<file path="src/rtl/alu_sequencer.sv">
// ALU control sequencer: decodes ALU_Op/funct, runs an IDLE->EXEC->DONE handshake.
// Optional macro ALU_SEQ_MULDIV_MULTICYCLE_EN gives multiply/divide multi-cycle EXEC latency.
module alu_sequencer #(
  parameter int MUL_CYCLES = 4,
  parameter int DIV_CYCLES = 8
) (
  input  logic       clk,
  input  logic       rst_n,
  input  logic       req_valid,
  output logic       req_ready,
  input  logic [1:0] req_alu_op,
  input  logic [5:0] req_funct,
  input  logic       abort,
  output logic [3:0] alu_control,
  output logic       alu_en,
  output logic       stall,
  output logic       done,
  output logic       illegal
);

  typedef enum logic [1:0] {IDLE, EXEC, DONE} state_t;

  state_t     state, state_n;
  logic       illegal_q;
  logic       accept;
  logic       exec_last;
  logic [3:0] dec_code;

  if (MUL_CYCLES < 1 || MUL_CYCLES > 15) begin : g_bad_mul
    $error("alu_sequencer: MUL_CYCLES must be 1..15");
  end
  if (DIV_CYCLES < 1 || DIV_CYCLES > 15) begin : g_bad_div
    $error("alu_sequencer: DIV_CYCLES must be 1..15");
  end

  function automatic logic [3:0] decode(input logic [1:0] op, input logic [5:0] funct);
    logic [3:0] code;
    case (op)
      2'b00:   code = 4'b0001;
      2'b01:   code = 4'b0010;
      2'b10:   code = 4'b1100;
      default: code = (funct <= 6'd9) ? (funct[3:0] + 4'd3) : 4'b0000;
    endcase
    return code;
  endfunction

  assign dec_code  = decode(req_alu_op, req_funct);
  assign req_ready = (state == IDLE) && !abort;
  assign accept    = req_valid && req_ready;

`ifdef ALU_SEQ_MULDIV_MULTICYCLE_EN
  localparam logic [3:0] MUL_LAST = 4'(MUL_CYCLES - 1);
  localparam logic [3:0] DIV_LAST = 4'(DIV_CYCLES - 1);

  logic [3:0] cnt;

  function automatic logic [3:0] lat_last(input logic [3:0] code);
    logic [3:0] last;
    case (code)
      4'b0101: last = MUL_LAST;
      4'b0110: last = DIV_LAST;
      default: last = 4'd0;
    endcase
    return last;
  endfunction

  // Counter holds remaining EXEC cycles after the current one.
  always_ff @(posedge clk or negedge rst_n) begin
    if (!rst_n) begin
      cnt <= 4'd0;
    end else if (accept) begin
      cnt <= lat_last(dec_code);
    end else if (state == EXEC && abort) begin
      cnt <= 4'd0;
    end else if (state == EXEC && cnt != 4'd0) begin
      cnt <= cnt - 4'd1;
    end
  end

  assign exec_last = (cnt == 4'd0);
`else
  assign exec_last = 1'b1;
`endif

  always_ff @(posedge clk or negedge rst_n) begin
    if (!rst_n) begin
      state       <= IDLE;
      alu_control <= 4'b0000;
      illegal_q   <= 1'b0;
    end else begin
      state <= state_n;
      if (accept) begin
        alu_control <= dec_code;
        illegal_q   <= (dec_code == 4'b0000);
      end
    end
  end

  always_comb begin
    state_n = state;
    case (state)
      IDLE: begin
        if (accept) state_n = (dec_code == 4'b0000) ? DONE : EXEC;
      end
      EXEC: begin
        if (abort)          state_n = IDLE;
        else if (exec_last) state_n = DONE;
      end
      DONE:    state_n = IDLE;
      default: state_n = IDLE;
    endcase
  end

  // Outputs decode straight from state so reset clears them without a clock edge.
  assign alu_en  = (state == EXEC);
  assign stall   = (state != IDLE);
  assign done    = (state == DONE) && !abort;
  assign illegal = (state == DONE) && !abort && illegal_q;

endmodule

</file>
<file path="config.mk">
export PLATFORM = sky130hd
export DESIGN_NAME = alu_sequencer
export DESIGN_NICKNAME = d
export VERILOG_FILES = /design/src/rtl/alu_sequencer.sv
export SDC_FILE = /design/constraint.sdc
export NUM_CORES = 1
export LEC_CHECK = 0
export ABC_CLOCK_PERIOD_IN_PS = 2590
export BUFFER_PORTS_ARGS = -buffer_cell sky130_fd_sc_hd__buf_2
export CORE_AREA = 2 2 39 41
export CTS_BUF_LIST = sky130_fd_sc_hd__clkbuf_4 sky130_fd_sc_hd__clkbuf_8
export CTS_CLUSTER_DIAMETER = 100
export DETAILED_ROUTE_END_ITERATION = 8
export DIE_AREA = 0 0 41 43
export GPL_ROUTABILITY_DRIVEN = 0
export HOLD_SLACK_MARGIN = 0.02
export PLACE_DENSITY = 0.65
export SETUP_SLACK_MARGIN = 0.05
export SLEW_MARGIN = 10
export SYNTH_ARGS = -nofsm -noshare
export SYNTH_HDL_FRONTEND = slang
export SYNTH_SLANG_ARGS = --single-unit
export TNS_END_PERCENT = 50
</file>
<file path="constraint.sdc">
create_clock -name clk -period 2.59 [get_ports clk]
set_input_delay 0.1295 -clock clk [delete_from_list [all_inputs] [get_ports clk]]
set_output_delay 0.1295 -clock clk [all_outputs]
set_load 0.05 [all_outputs]
</file>
==> results of run 1 <==
==> per-layer routing <==
metal  GRT usage, %  vias up  part of all wire (%)
li1               -      215                     -
met1           12.8      180                    46
met2           19.4       18                    46
met3              0        0                   8.0
met4           10.0        0                     0
met5              0        -                     0
==> path summary, 6_finish.rpt <==
| path | start | endpoint | slack [ns] | depth (start not counted) |
|---|---|---|---|---|
| worst max-delay path | state[0] | illegal | 1.19 | 3 |
| worst max register to register | state[0] | illegal_q | 1.21 | 3 |
| worst min-delay path | req_alu_op[1] | alu_control[1] | 0.12 | 2 |
| min in group asynchronous | rst_n | alu_control[1] | 0.25 | 2 |
| worst min register to register | alu_control[3] | alu_control[3] | 0.48 | 2 |
| max in group asynchronous | rst_n | alu_control[0] | 2.19 | 2 |
==> state kept, by name, summed over array words and instances, names as in the netlist <==
name and cells:
alu_control 4, state 2, illegal_q 1
==> worst register-to-register path: stages (launching register included) <==
cell	delay [ns]
dfrtp_1	0.40
nor3_2	0.23
and2_1	0.32
mux2_4	0.32
==> cells in the final DEF, fill, tap and decap left out, drive strengths merged <==
master       count
buf             20
a22o             1
nand4            1
dfrtp            7
ha               2
o21ai            2
nand2            5
mux2i            1
nor3             1
and2             2
xnor2            1
a31oi            1
nor2             7
mux2             1
a21boi           3
inv              4
o21bai           1
nor3b            1
a21oi            3
nor2b            1
nand2b           2
clkbuf           4
dlygate4sd3      1
or2              1
o22ai            1
==> area by class of cell <==
class	instances	share of cell area, %
Tap cell	16	3.27
Timing Repair Buffer	21	18.0
Multi-Input combinational cell	38	42.9
Inverter	4	2.45
Sequential cell	7	28.6
Clock buffer	4	4.90
==> cell families after synthesis <==
logic type / after synthesis / synth area share, %
multiplexers: 2 / 5.39
buffers and inverters: 5 / 5.66
AO/OA/AOI/OAI: 12 / 20.5
AND/OR/NAND/NOR: 21 / 23.5
adder cells (fa/ha/maj): 2 / 5.39
XOR/XNOR: 1 / 1.89
flip-flops: 7 / 37.7
==> power groups by stage <==
stage               registers, mW  clock network [mW]  logic (mW)
floorplan                   0.174                   0      0.0603
global placement            0.135                   0       0.133
detailed placement          0.136                   0       0.134
CTS                         0.134               0.108       0.135
global route                0.136               0.113       0.145
finish                      0.134               0.106       0.134
==> timing repair <==
item	in CTS	in global routing
endpoints found under the setup margin	0	0
endpoints found under the hold margin	7	0
hold buffers	1	0
==> flow_summary.toml, run 1 <==
[run_status]
status = "finished clean"

[global_route]
grt-ovfl-total = 0
grt_use_total_pct = 11.7
antenna_found_initial = 0
grt_max_degree = 8
grt_pass1_wl_mm = 1.39
first_global_vias = 385

[floorplanning]
ios = 21
core_area_um2 = 1380
start_util_pct = 33.5
die_y_um = 43
die_area_um2 = 1760
rows = 14
die_w_um = 41

[sta]
worstMarginPinSlew_ns = 0.272
skew_ns = 0.000678
fmax_mhz = 715
slew_viol_final = 0
setup_ws_ns = 1.19
setup_viol_count_final = 0
fin_crit_sh_pct = 54.0
final_hold_viol_count = 0
setup_tns_ns = 0
slew_headroom_pct = 81.9
min_period_ns = 1.40
holdWs_ns = 0.123
rsz0062_at_grt = "no"

[power]
p_comb_share_pct = 35.9
power_density_nw_per_um2 = 609
finalPower_uw = 373
clock_power_share_pct = 28.3
swShare_pct = 36.9
irDropWorstVdd_mv = 0.155
p_seq_share_pct = 35.8
p_int_uw = 236
p_switching_uw = 138
p_leak_nw = 0.326

[final_layout]
final_core_util_pct = 44.3
fin_cells = 90
nets = 89
syn_to_final_growth_pct = 32.1
drive_gt1_share_pct = 41.9
multi_input_area_um2 = 263
stdcell_area_um2 = 613
seqCellArea_um2 = 175
antenna_cells = 0
fill_cells = 147

[synthesis]
synthTopCellsByCount = "7 x dfrtp_1, 7 x nor2_1, 4 x inv_1, 4 x nand2_1"
synthArstFlopShare_pct = 100
synth_nets = 64
synth-edff-count = 0
synth_top_area_cell = "dfrtp_1"
ys_types = 26
netlist_instances = 50
synthTopCellsByArea = "dfrtp_1 38%, nor2_1 5.7%, ha_1 5.4%, o21bai_4 4.0%, a21boi_0 3.2%"
ys_ff_latch = 7
avgSynthCellArea_um2 = 9.28
ys_seq_area_share_pct = 37.7
yosysTopAreaCellShare_pct = 37.7
synth-main-ff-cell = "dfrtp_1"
syn-cell-area_um2 = 464
ys_warn_count = 0

[placed_design]
post-place-ws_ns = 1.21
dp.cells = 85
dpl_cell_area_um2 = 573
dp_hpwl_um = 743
io_buffer_count = 20

[clock_tree]
clk_pin_slew_worst_paths_ns = 0.05
h-tree-depth = 1
post_cts_buffers = 0
cts_sinks = 7
clockBufferDepth = 2
cts_buffers = 3
clock_latency_ns = 0.24
cts_tree = "yes"
root_buffer = "clkbuf_4"
ctsResizeCount = 0

[drt]
drtIter0Drc = 1
first_pass_iters = 4
drtAntennaViolNets = 0
vias = 413
drc_errors = 0
wl_per_cell_um = 9.67
routed_wl_um = 870
viasPerCell = 4.59

[worst_setup_path]
worstPathCellList = "nor3b_1 -> and2_1 -> buf_2"
crit_family = "flip-flops"
critical_path_peak_fanout = 4
critPathKind = "reg -> out"
cp.required_ns = 2.46
worst_setup_path_end_kind = "output port"
worstSetupStartpointType = "flip-flop"
worst-path-buf-inv = 1
cp_slowest_cell = "dfrtp_1"
cp_data_arrival_time_ns = 1.27
cp_slowest_stage_delay_ns = 0.40

[worst_hold_path]
worstHoldPathType = "in -> reg"

[flow_run]
cap_viol_max_count = 0
Note: power is estimated with default switching activity, not from simulation.
==> run 2: changes to the inputs <==
- ABC_AREA: default -> 1
- ABC_CLOCK_PERIOD_IN_PS: 2590 -> 1400
- PLACE_DENSITY: 0.65 -> 0.7
- clock period: 2.59 -> 1.4 ns (I/O delays scaled with it)
==> flow_summary.toml, run 2 <==
[power]
p_comb_share_pct = 38.6
clock_power_share_pct = 27.4
power_density_nw_per_um2 = 1030
irDropWorstVdd_mv = 1.05
p_seq_share_pct = 34.0
p_switching_uw = 280
p_int_uw = 437
finalPower_uw = 718
swShare_pct = 39.1
p_leak_nw = 0.421

[clock_tree]
h-tree-depth = 1
cts_sinks = 7
clockBufferDepth = 2
cts_tree = "yes"
root_buffer = "clkbuf_4"
cts_buffers = 3
cts_hold_buf = 1
clock_latency_ns = 0.25
clk_pin_slew_worst_paths_ns = 0.05
ctsResizeCount = 0
post_cts_buffers = 0

[run_status]
status = "finished clean"

[worst_setup_path]
cp_data_arrival_time_ns = 1.20
critPathKind = "reg -> out"
worstPathCellList = "nor2_1 -> inv_2 -> nor2_4 -> buf_2"
worst_setup_path_end_kind = "output port"
worstSetupStartpointType = "flip-flop"
cp_slowest_cell = "dfrtp_1"
critical_path_peak_fanout = 3
cp.required_ns = 1.33
cp_slowest_stage_delay_ns = 0.39

[synthesis]
ys_warn_count = 0
synth-edff-count = 0
syn-cell-area_um2 = 518
ys_types = 20
synthTopCellsByCount = "23 x nand2_1, 7 x dfrtp_1, 7 x inv_1, 4 x inv_2, 4 x nor2_1"
avgSynthCellArea_um2 = 7.51
synth_most_common_cell = "nand2_1"
synthArstFlopShare_pct = 100
netlist_instances = 69
ys_seq_area_share_pct = 33.8
synth_top_area_cell = "dfrtp_1"
synthTopCellsByArea = "dfrtp_1 34%, nand2_1 17%, inv_1 5.1%, ha_1 4.8%, o21bai_2 4.3%"
ys_ff_latch = 7
synth_nets = 83
synth-main-ff-cell = "dfrtp_1"
yosysTopAreaCellShare_pct = 33.8

[global_route]
antenna_found_initial = 0
grt_pass1_wl_mm = 1.54
grt_use_total_pct = 12.5
grt-ovfl-total = 0
first_global_vias = 418
grt_max_degree = 8

[final_layout]
top_register = "alu_control"
final_cell_mix = "23 x nand2_1, 20 x buf_2, 7 x inv_1, 7 x dfrtp_1"
top_regs = "alu_control: 4 flops, state: 2 flops, illegal_q: 1 flops"
antenna_cells = 0
seqCellArea_um2 = 175
drive_gt1_share_pct = 45.7
syn_to_final_growth_pct = 34.3
fill_cells = 141
largest_register_ffs = 4
nets = 109
multi_input_area_um2 = 317
mostFrequentLayoutCell = "nand2_1"

[drt]
first_pass_iters = 4
drtIter0Drc = 5
wl_per_cell_um = 8.23
vias = 484
viasPerCell = 4.40
drc_errors = 0
routed_wl_um = 905
drtAntennaViolNets = 0

[floorplanning]
start_util_pct = 37.4
die_area_um2 = 1760
die_y_um = 43
rows = 14
core_area_um2 = 1380
ios = 21
die_w_um = 41

[placed_design]
dp_hpwl_um = 786
io_buffer_count = 20

[sta]
fmax_mhz = 784
slew_headroom_pct = 83.5
slew_viol_final = 0
rsz0062_at_grt = "no"
final_hold_viol_count = 0
skew_ns = 0.00434
setup_viol_count_final = 0
setup_tns_ns = 0
holdWs_ns = 0.128
worstMarginPinSlew_ns = 0.249
min_period_ns = 1.27
fin_crit_sh_pct = 91.1

[worst_hold_path]
worstHoldPathType = "in -> reg"

[flow_run]
cap_viol_max_count = 0
[run 2: cell types whose count changed after synthesis, sizes merged, moves of 2 or more]
| cell | previous run | this run |
|---|---|---|
| inv | 4 | 11 |
| a21boi | 3 | 0 |
| nand2 | 5 | 27 |
| and2 | 2 | 0 |
| nand3 | 0 | 4 |
| nand2b | 2 | 0 |
[run 2: power groups by stage]
stage | clock network (mW) | registers [mW] | logic, mW
after floorplan | 0 | 0.315 | 0.137
after global placement | 0 | 0.248 | 0.275
after detailed placement | 0 | 0.248 | 0.277
after CTS | 0.208 | 0.244 | 0.280
after global routing | 0.220 | 0.247 | 0.300
final | 0.197 | 0.244 | 0.277
[run 2: through the flow]
stage	utilization, %	instance area (um2)	std cells	setup slack (ns)
floorplan	-	536	69	0.0352
global placement	47.4	656	105	0.249
detailed placement	47.4	656	105	0.228
CTS	50.3	696	110	0.107
global route	50.3	696	110	0.0627
finish	50.3	696	110	0.125
[run 2: path summary, 6_finish.rpt]
check,from,to,slack (ns),cells after the start
worst max-delay path,state[1],req_ready,0.13,4
worst min-delay path,req_valid,state[0],0.13,3
worst max register to register,state[1],state[1],0.34,7
worst min register to register,alu_control[2],alu_control[2],0.47,2
max in group asynchronous,rst_n,alu_control[3],1.07,2
min in group asynchronous,rst_n,alu_control[2],0.18,2
[run 2: worst max-delay path, delay by kind of cell, from the launching register on]
kind                   cells  cell delay (ns)
buffers and inverters      2             0.33
AND/OR/NAND/NOR            2             0.24
flip-flops                 1             0.39
[run 2: layout make-up]
type,count,share of cell area [%]
well taps,16,2.88
multi-input cells,51,45.5
repair buffers,21,15.8
flip-flops and latches,7,25.2
inverters,11,6.29
clock buffers,4,4.32
[run 2: layer usage]
metal  track usage (%)  share of wire (%)  up-vias  routed length, um
li1                  -                  -      267                  -
met1              16.9                 48      202                432
met2              18.8                 45       15                408
met3              6.28                7.1        0                 64
met4                 0                  0        0                  0
met5                 0                  0        -                  0
[run 2: cell families after synthesis]
kind of cell / Yosys count / share of synthesized area [%]
DFF: 7 / 33.8
buffers and inverters: 11 / 7.97
adders and majority gates: 2 / 4.83
and+or+nand+nor: 42 / 43.5
AOI/OAI and AO/OA: 7 / 9.90
